--- src/rtl/icache_refill_ctrl.sv ---
// Instruction-cache miss refill sequencer: line read, bank-wide data writes, tag write.
// Optional whole-cache tag invalidation sweep is built when ICACHE_REFILL_FLUSH_EN is defined.
module icache_refill_ctrl #(
  parameter int PLEN       = 32,
  parameter int LINE_WIDTH = 512,
  parameter int SET_ASSOC  = 4,
  parameter int NUM_SETS   = 16,
  parameter int NUM_BANKS  = 4,
  parameter int MEM_DW     = 64,
  localparam int INDEX_W   = $clog2(NUM_SETS),
  localparam int WAY_W     = $clog2(SET_ASSOC),
  localparam int BSEL_W    = $clog2(NUM_BANKS),
  localparam int BANK_W    = LINE_WIDTH / NUM_BANKS,
  localparam int BEATS     = LINE_WIDTH / MEM_DW,
  localparam int BEAT_W    = $clog2(BEATS),
  localparam int OFF_W     = $clog2(LINE_WIDTH / 8),
  localparam int TAG_W     = PLEN - INDEX_W - OFF_W
) (
  input  logic                 clk_i,
  input  logic                 rst_i,
  input  logic                 miss_valid_i,
  output logic                 miss_ready_o,
  input  logic [PLEN-1:0]      miss_paddr_i,
  output logic                 mem_req_valid_o,
  input  logic                 mem_req_ready_i,
  output logic [PLEN-1:0]      mem_req_addr_o,
  input  logic                 mem_rsp_valid_i,
  input  logic [MEM_DW-1:0]    mem_rsp_data_i,
  input  logic                 mem_rsp_err_i,
  output logic                 data_we_o,
  output logic [WAY_W-1:0]     data_way_o,
  output logic [INDEX_W-1:0]   data_index_o,
  output logic [BSEL_W-1:0]    data_bank_o,
  output logic [BANK_W-1:0]    data_wdata_o,
  output logic                 tag_we_o,
  output logic [SET_ASSOC-1:0] tag_way_mask_o,
  output logic [INDEX_W-1:0]   tag_index_o,
  output logic [TAG_W-1:0]     tag_wdata_o,
  output logic                 tag_valid_o,
  output logic                 refill_done_o,
  output logic                 refill_err_o,
  input  logic                 flush_i,
  output logic                 flush_done_o
);

  typedef enum logic [2:0] {
    S_IDLE,
    S_REQ,
    S_RECV,
    S_TAG_WR
`ifdef ICACHE_REFILL_FLUSH_EN
    , S_FLUSH
`endif
  } state_e;

  state_e                  state_q, state_d;
  logic [PLEN-OFF_W-1:0]   line_q, line_d;
  logic [WAY_W-1:0]        way_q, way_d;
  logic [WAY_W-1:0]        rr_q, rr_d;
  logic [BEAT_W-1:0]       beat_q, beat_d;
  logic                    err_q, err_d;
  logic [MEM_DW-1:0]       low_q, low_d;

`ifdef ICACHE_REFILL_FLUSH_EN
  logic                    fpend_q, fpend_d;
  logic [INDEX_W-1:0]      fidx_q, fidx_d;
  logic                    flush_go;
`else
  logic                    unused_flush;
  assign unused_flush = flush_i;
`endif

  // Byte offset within the line never reaches memory or the tag array.
  logic [OFF_W-1:0]        unused_off;
  assign unused_off = miss_paddr_i[OFF_W-1:0];

  assign mem_req_addr_o = {line_q, {OFF_W{1'b0}}};
  assign data_way_o     = way_q;
  assign data_index_o   = line_q[INDEX_W-1:0];

  always_ff @(posedge clk_i or posedge rst_i) begin
    if (rst_i) begin
      state_q <= S_IDLE;
      line_q  <= '0;
      way_q   <= '0;
      rr_q    <= '0;
      beat_q  <= '0;
      err_q   <= 1'b0;
      low_q   <= '0;
`ifdef ICACHE_REFILL_FLUSH_EN
      fpend_q <= 1'b0;
      fidx_q  <= '0;
`endif
    end else begin
      state_q <= state_d;
      line_q  <= line_d;
      way_q   <= way_d;
      rr_q    <= rr_d;
      beat_q  <= beat_d;
      err_q   <= err_d;
      low_q   <= low_d;
`ifdef ICACHE_REFILL_FLUSH_EN
      fpend_q <= fpend_d;
      fidx_q  <= fidx_d;
`endif
    end
  end

  always_comb begin
    state_d = state_q;
    line_d  = line_q;
    way_d   = way_q;
    rr_d    = rr_q;
    beat_d  = beat_q;
    err_d   = err_q;
    low_d   = low_q;
`ifdef ICACHE_REFILL_FLUSH_EN
    fpend_d  = fpend_q;
    fidx_d   = fidx_q;
    flush_go = flush_i || fpend_q;
`endif

    miss_ready_o    = 1'b0;
    mem_req_valid_o = 1'b0;
    data_we_o       = 1'b0;
    data_bank_o     = '0;
    data_wdata_o    = '0;
    tag_we_o        = 1'b0;
    tag_way_mask_o  = '0;
    tag_index_o     = '0;
    tag_wdata_o     = '0;
    tag_valid_o     = 1'b0;
    refill_done_o   = 1'b0;
    refill_err_o    = 1'b0;
    flush_done_o    = 1'b0;

`ifdef ICACHE_REFILL_FLUSH_EN
    // A flush arriving mid-refill waits; the refill always runs to completion.
    if (flush_i && (state_q != S_IDLE) && (state_q != S_FLUSH)) fpend_d = 1'b1;
`endif

    case (state_q)
      S_IDLE: begin
`ifdef ICACHE_REFILL_FLUSH_EN
        if (flush_go) state_d = S_FLUSH;
        else
`endif
        begin
          miss_ready_o = 1'b1;
          if (miss_valid_i) begin
            line_d  = miss_paddr_i[PLEN-1:OFF_W];
            way_d   = rr_q;
            state_d = S_REQ;
          end
        end
      end

      S_REQ: begin
        mem_req_valid_o = 1'b1;
        if (mem_req_ready_i) begin
          beat_d  = '0;
          state_d = S_RECV;
        end
      end

      S_RECV: begin
        if (mem_rsp_valid_i) begin
          beat_d = beat_q + BEAT_W'(1);
          if (mem_rsp_err_i) err_d = 1'b1;
          // Two beats per bank word: hold the even beat, write on the odd one.
          if (!beat_q[0]) begin
            low_d = mem_rsp_data_i;
          end else begin
            data_we_o    = 1'b1;
            data_bank_o  = BSEL_W'(beat_q >> 1);
            data_wdata_o = BANK_W'({mem_rsp_data_i, low_q});
          end
          if (beat_q == BEAT_W'(BEATS - 1)) state_d = S_TAG_WR;
        end
      end

      S_TAG_WR: begin
        tag_we_o       = 1'b1;
        tag_way_mask_o = SET_ASSOC'(1) << way_q;
        tag_index_o    = line_q[INDEX_W-1:0];
        tag_wdata_o    = line_q[PLEN-OFF_W-1:INDEX_W];
        tag_valid_o    = !err_q;
        refill_done_o  = 1'b1;
        refill_err_o   = err_q;
        // An errored line is left invalid, so its way is reused by the next miss.
        if (!err_q) rr_d = (rr_q == WAY_W'(SET_ASSOC - 1)) ? '0 : rr_q + WAY_W'(1);
        err_d = 1'b0;
`ifdef ICACHE_REFILL_FLUSH_EN
        state_d = (fpend_q || flush_i) ? S_FLUSH : S_IDLE;
`else
        state_d = S_IDLE;
`endif
      end

`ifdef ICACHE_REFILL_FLUSH_EN
      S_FLUSH: begin
        tag_we_o       = 1'b1;
        tag_way_mask_o = '1;
        tag_index_o    = fidx_q;
        tag_valid_o    = 1'b0;
        fidx_d         = fidx_q + INDEX_W'(1);
        if (fidx_q == INDEX_W'(NUM_SETS - 1)) begin
          flush_done_o = 1'b1;
          rr_d         = '0;
          fpend_d      = 1'b0;
          fidx_d       = '0;
          state_d      = S_IDLE;
        end
      end
`endif

      default: state_d = S_IDLE;
    endcase
  end

endmodule
--- config.mk ---
export PLATFORM = sky130hd
export DESIGN_NAME = icache_refill_ctrl
export DESIGN_NICKNAME = d
export VERILOG_FILES = /design/src/rtl/icache_refill_ctrl.sv
export SDC_FILE = /design/constraint.sdc
export NUM_CORES = 1
export LEC_CHECK = 0
export BUFFER_PORTS_ARGS = -buffer_cell sky130_fd_sc_hd__buf_2
export CAP_MARGIN = 5
export CORE_AREA = 5 5 118 120
export CTS_BUF_LIST = sky130_fd_sc_hd__clkbuf_2
export CTS_CLUSTER_DIAMETER = 100
export DETAILED_ROUTE_END_ITERATION = 10
export DIE_AREA = 0 0 123 125
export PLACE_DENSITY = 0.87
export SLEW_MARGIN = 40
export SYNTH_ARGS = -nofsm -noshare
export SYNTH_HDL_FRONTEND = slang
export SYNTH_SLANG_ARGS = --single-unit
--- constraint.sdc ---
create_clock -name clk_i -period 4.5 [get_ports clk_i]
set_input_delay 0.45 -clock clk_i [delete_from_list [all_inputs] [get_ports clk_i]]
set_output_delay 0.45 -clock clk_i [all_outputs]
set_load 0.02 [all_outputs]
Word level (Yosys, flattened, before mapping)

Index checks and enable logic that the tools add are counted.

Equal/unequal tests: 10
Reduce and logical (&&, ||, !) cells: 10
Multiplexer cells: 29
Shift operators: 1
$add $sub $neg: 2
Bitwise operators: 2

Operators with widths:

| operator            | count |
|---|---|
| $mux 128            | 3 |
| $mux 22             | 1 |
| $mux 3              | 6 |
| $mux 1              | 10 |
| $ne 2x2->1 const B  | 5 |
| $pmux 3 s3          | 1 |
| $reduce_and 3->1    | 3 |
| $mux 2              | 4 |
| $mux 4              | 2 |
| $eq 3x2->1 const B  | 2 |
| $pmux 3 s2          | 1 |
| $reduce_and 2->1    | 2 |
| $reduce_and 4->1    | 1 |
| $reduce_bool 2->1   | 2 |
| $shl 1x2->4 const A | 1 |
| $add 3x1->3 const B | 1 |
| $eq 3x1->1 const B  | 1 |
| $eq 3x3->1 const B  | 1 |
| $logic_not 3->1     | 1 |
| $add 2x1->2 const B | 1 |
| $eq 2x2->1 const B  | 1 |
| $not 1->1           | 2 |
| $pmux 1 s2          | 1 |
| $logic_not 1->1     | 1 |

Register bits: 101
Word-level logic and storage cells: 61
Output and inout bits: 206

Longest topological paths before layout

Depth in word-level cells: 4
Gate-level depth with buffers: 7
Mapped depth without buffers: 5

Worst setup path after synthesis

No wires, ideal clock.

Path type: register -> output
Start point: reg state_q[0]
End point: out data_wdata_o[89]
Path slack: 2.459 ns
Cell stages (with the launch flop): 7
Path buffers: 2
Data arrival time: 1.591 ns
Data required time: 4.050 ns
Path through: dfrtp_1 > inv_1 > ha_1 > buf_4 > and3_1 > clkbuf_1 > and2_1

Word-level cells in the longest chain between the ends: 2

Ends and longest elaborated chain:

| item                     | line | RTL |
|---|---|---|
| start: declaration       | 56   | `state_e state_q, state_d;` |
| start signal: assignment | 95   | `state_q <= state_d;` |
| $eq 3x2->1               | 142  | `case (state_q)` |
| $mux 128                 | 142  |  |
| end: declaration         | 34   | `output logic [BANK_W-1:0] data_wdata_o,` |

Every way passes these cells.

Final worst setup path

Start point: reg state_q[0]
End point: out data_wdata_o[115]

The elaborated chain is that of the path after synthesis.

==> results.ini <==
[power_and_ir_drop]
pwr-share-clk=0.099
leakage_nw=4.09
combPwrFrac=0.510
switching_share=0.385
p_per_area_mw_per_mm2=594
ir_drop_uv=236
p_int_mw=2.57
seqPwrFrac=0.391
switchingPower_mw=1.61

[clock_network]
cts_buffers=9
insertion_delay_ps=530
htree_levels=3
clockBufferDepth=2
path_clk_slew_ps=270
clock-root-buffer=clkbuf_2
hold_buffers=1
post_cts_resized=0
post_cts_buffers=0
cts.sinks=100
cts_tree=built

[run_status]
status=finished clean

[yosys]
postSynthAreaPerCell_um2=12.5
synthArstFlopShare=1.00
synth-edff-count=0
yosysWarningCount=0
netlist_instances=440
synth_cell_types=32
ys_ff_latch=100
synth_area_mm2=0.00548
synthFlopType=dfrtp_1
seq_area_frac_synth=0.456

[timing]
worst_pin_slew_ps=684
max-slew-margin-rel=0.544
finalSetupViolations=0
drv_slew=0
fmax_ghz=0.278
clock_skew_ps=30.8
rsz0062_at_grt=false
post-route-period-util=0.801
tns_ps=0
setup_ws_ps=897
fin_crit_ps=3600
finalHoldViolations=0

[grt]
grt_pass1_wl_um=21000
grt_max_degree=100
overflow=0
grt_usage=0.169
grt_antenna_before_repair=1
grt_pass1_vias=4197

[setup_path]
rr_startpoint=state_q[0]$_DFFE_PP0P_
crit_required_ps=4050
path_class=reg -> out
reg2reg_depth=5
r2r-end=low_q[62]$_DFFE_PP0P_
startpoint_type=register
arrival_ps=3150
crit_path_max_fanout=99
startpoint=state_q[0]$_DFFE_PP0P_
rrSetupSlack_ps=2480
crit_end=data_wdata_o[115]
end_kind=primary output

[cells_and_area]
n_fill_cell=1164
fin_util=0.547
seqCellArea_mm2=0.00250
multi_input_area_mm2=0.00266
fin_cells=897
final_cell_mix=buf_2, and2_1, dfrtp_1
area_growth_pct=28.3
final_common_cell=buf_2
final_nets=827
drive_gt1_frac=0.576

[hold_path]
hp-class=in -> reg
min_from=miss_paddr_i[19]

[floorplanning]
rows=42
start_util=0.426
die_y_um=125
dieArea_mm2=0.0154
die-width_um=123
io-pin-count=309
core_region_area_mm2=0.0129

[placed_design]
io_buffers=294
routabilityCongestion=0.803
dp_slack_ps=1450
hpwl_um=10200
dp.cells=879

[drt]
vias=4071
routedWlPerCell_um=14.8
antenna_left=0
drc=0
routed_wl_um=13300
drtPass1Iterations=4
vias_per_cell=4.54
drtIter0Drc=115

[run]
maxCapViolations=0

[kinds of logic (layout without fill, tap and decap cells)]
family,count (synthesis),in the layout,synth area share
AOI/OAI and AO/OA,11,11,0.0185
adders and majority gates,9,9,0.0205
buffers and inverters,47,321,0.0643
DFF,100,100,0.456
muxes,96,96,0.239
other,1,8,0.000684
and+or+nand+nor,176,176,0.201
[worst min-delay path by stage]
| stage | to | slack (ps) | depth (start not counted) |
|---|---|---|---|
| floorplan | low_q[60]$_DFFE_PP0P_ | 470 | 1 |
| global placement | low_q[62]$_DFFE_PP0P_ | 480 | 1 |
| detailed placement | low_q[9]$_DFFE_PP0P_ | 480 | 1 |
| CTS | line_q[13]$_DFFE_PP0P_ | 40 | 2 |
| global route | line_q[5]$_DFFE_PP0P_ | 10 | 2 |
| finish | line_q[13]$_DFFE_PP0P_ | 120 | 2 |
[routing by layer]
layer / vias to the layer above / wire length (µm) / track usage
met3: 11 / 1210 / 0.0470
met4: 0 / 131 / 0.0489
met1: 1920 / 5280 / 0.203
met2: 171 / 6680 / 0.295
met5: - / 0 / 0
li1: 1969 / - / -
[registers in the layout, indices dropped and copies added (netlist names)]
name	cells
rr_q	2
beat_q	3
low_q	64
state_q	2
err_q	1
data_way_o	2
line_q	26
[critical path: stages, from the launching register on]
cell and delay (ps):
dfrtp_1 480, inv_1 140, ha_1 370, and3_2 530
buf_4 630, and2_1 260, buf_2 170
[per-stage QoR]
step,total power [mW],cell area [µm²],hold slack [ps]
after floorplan,3.30,5510,471
after global placement,3.74,6910,480
after detailed placement,3.81,6910,483
after CTS,4.24,7030,40.8
after global routing,4.48,7040,11.4
final,4.18,7040,122
[final cells by class]
class                           instances  area share
Multi-Input combinational cell        299       0.377
Sequential cell                       100       0.356
Timing Repair Buffer                  298       0.215
Tap cell                              176      0.0313
Clock buffer                           12     0.00853
Clock inverter                          4     0.00711
Inverter                                7     0.00444
Antenna cell                            1    0.000356
[cell usage after synthesis, types with 2 or more instances]
cell,number,share of area
and2_1,155,0.18
dfrtp_1,100,0.46
mux2_4,61,0.17
mux2_2,34,0.070
buf_4,14,0.019
clkbuf_2,11,0.010
ha_1,9,0.021
inv_1,7,0.0048
buf_12,6,0.022
buf_2,4,0.0037
clkbuf_1,4,0.0027
a22o_1,3,0.0048
and3_1,3,0.0034
nand2_1,3,0.0021
nand2b_1,3,0.0034
nor2b_1,3,0.0034
o22ai_1,3,0.0034
nor2_1,2,0.0014
o21bai_1,2,0.0027
[power groups by stage]
stage                     Sequential, mW  Clock [mW]  Combinational [mW]
after global placement              1.63           0                2.11
after CTS                           1.64       0.443                2.16
final                               1.64       0.416                2.13
after detailed placement            1.65           0                2.16
after floorplan                     1.74           0                1.56
after global routing                1.70       0.479                2.29
No activity file was read; power rests on OpenSTA's default activity.
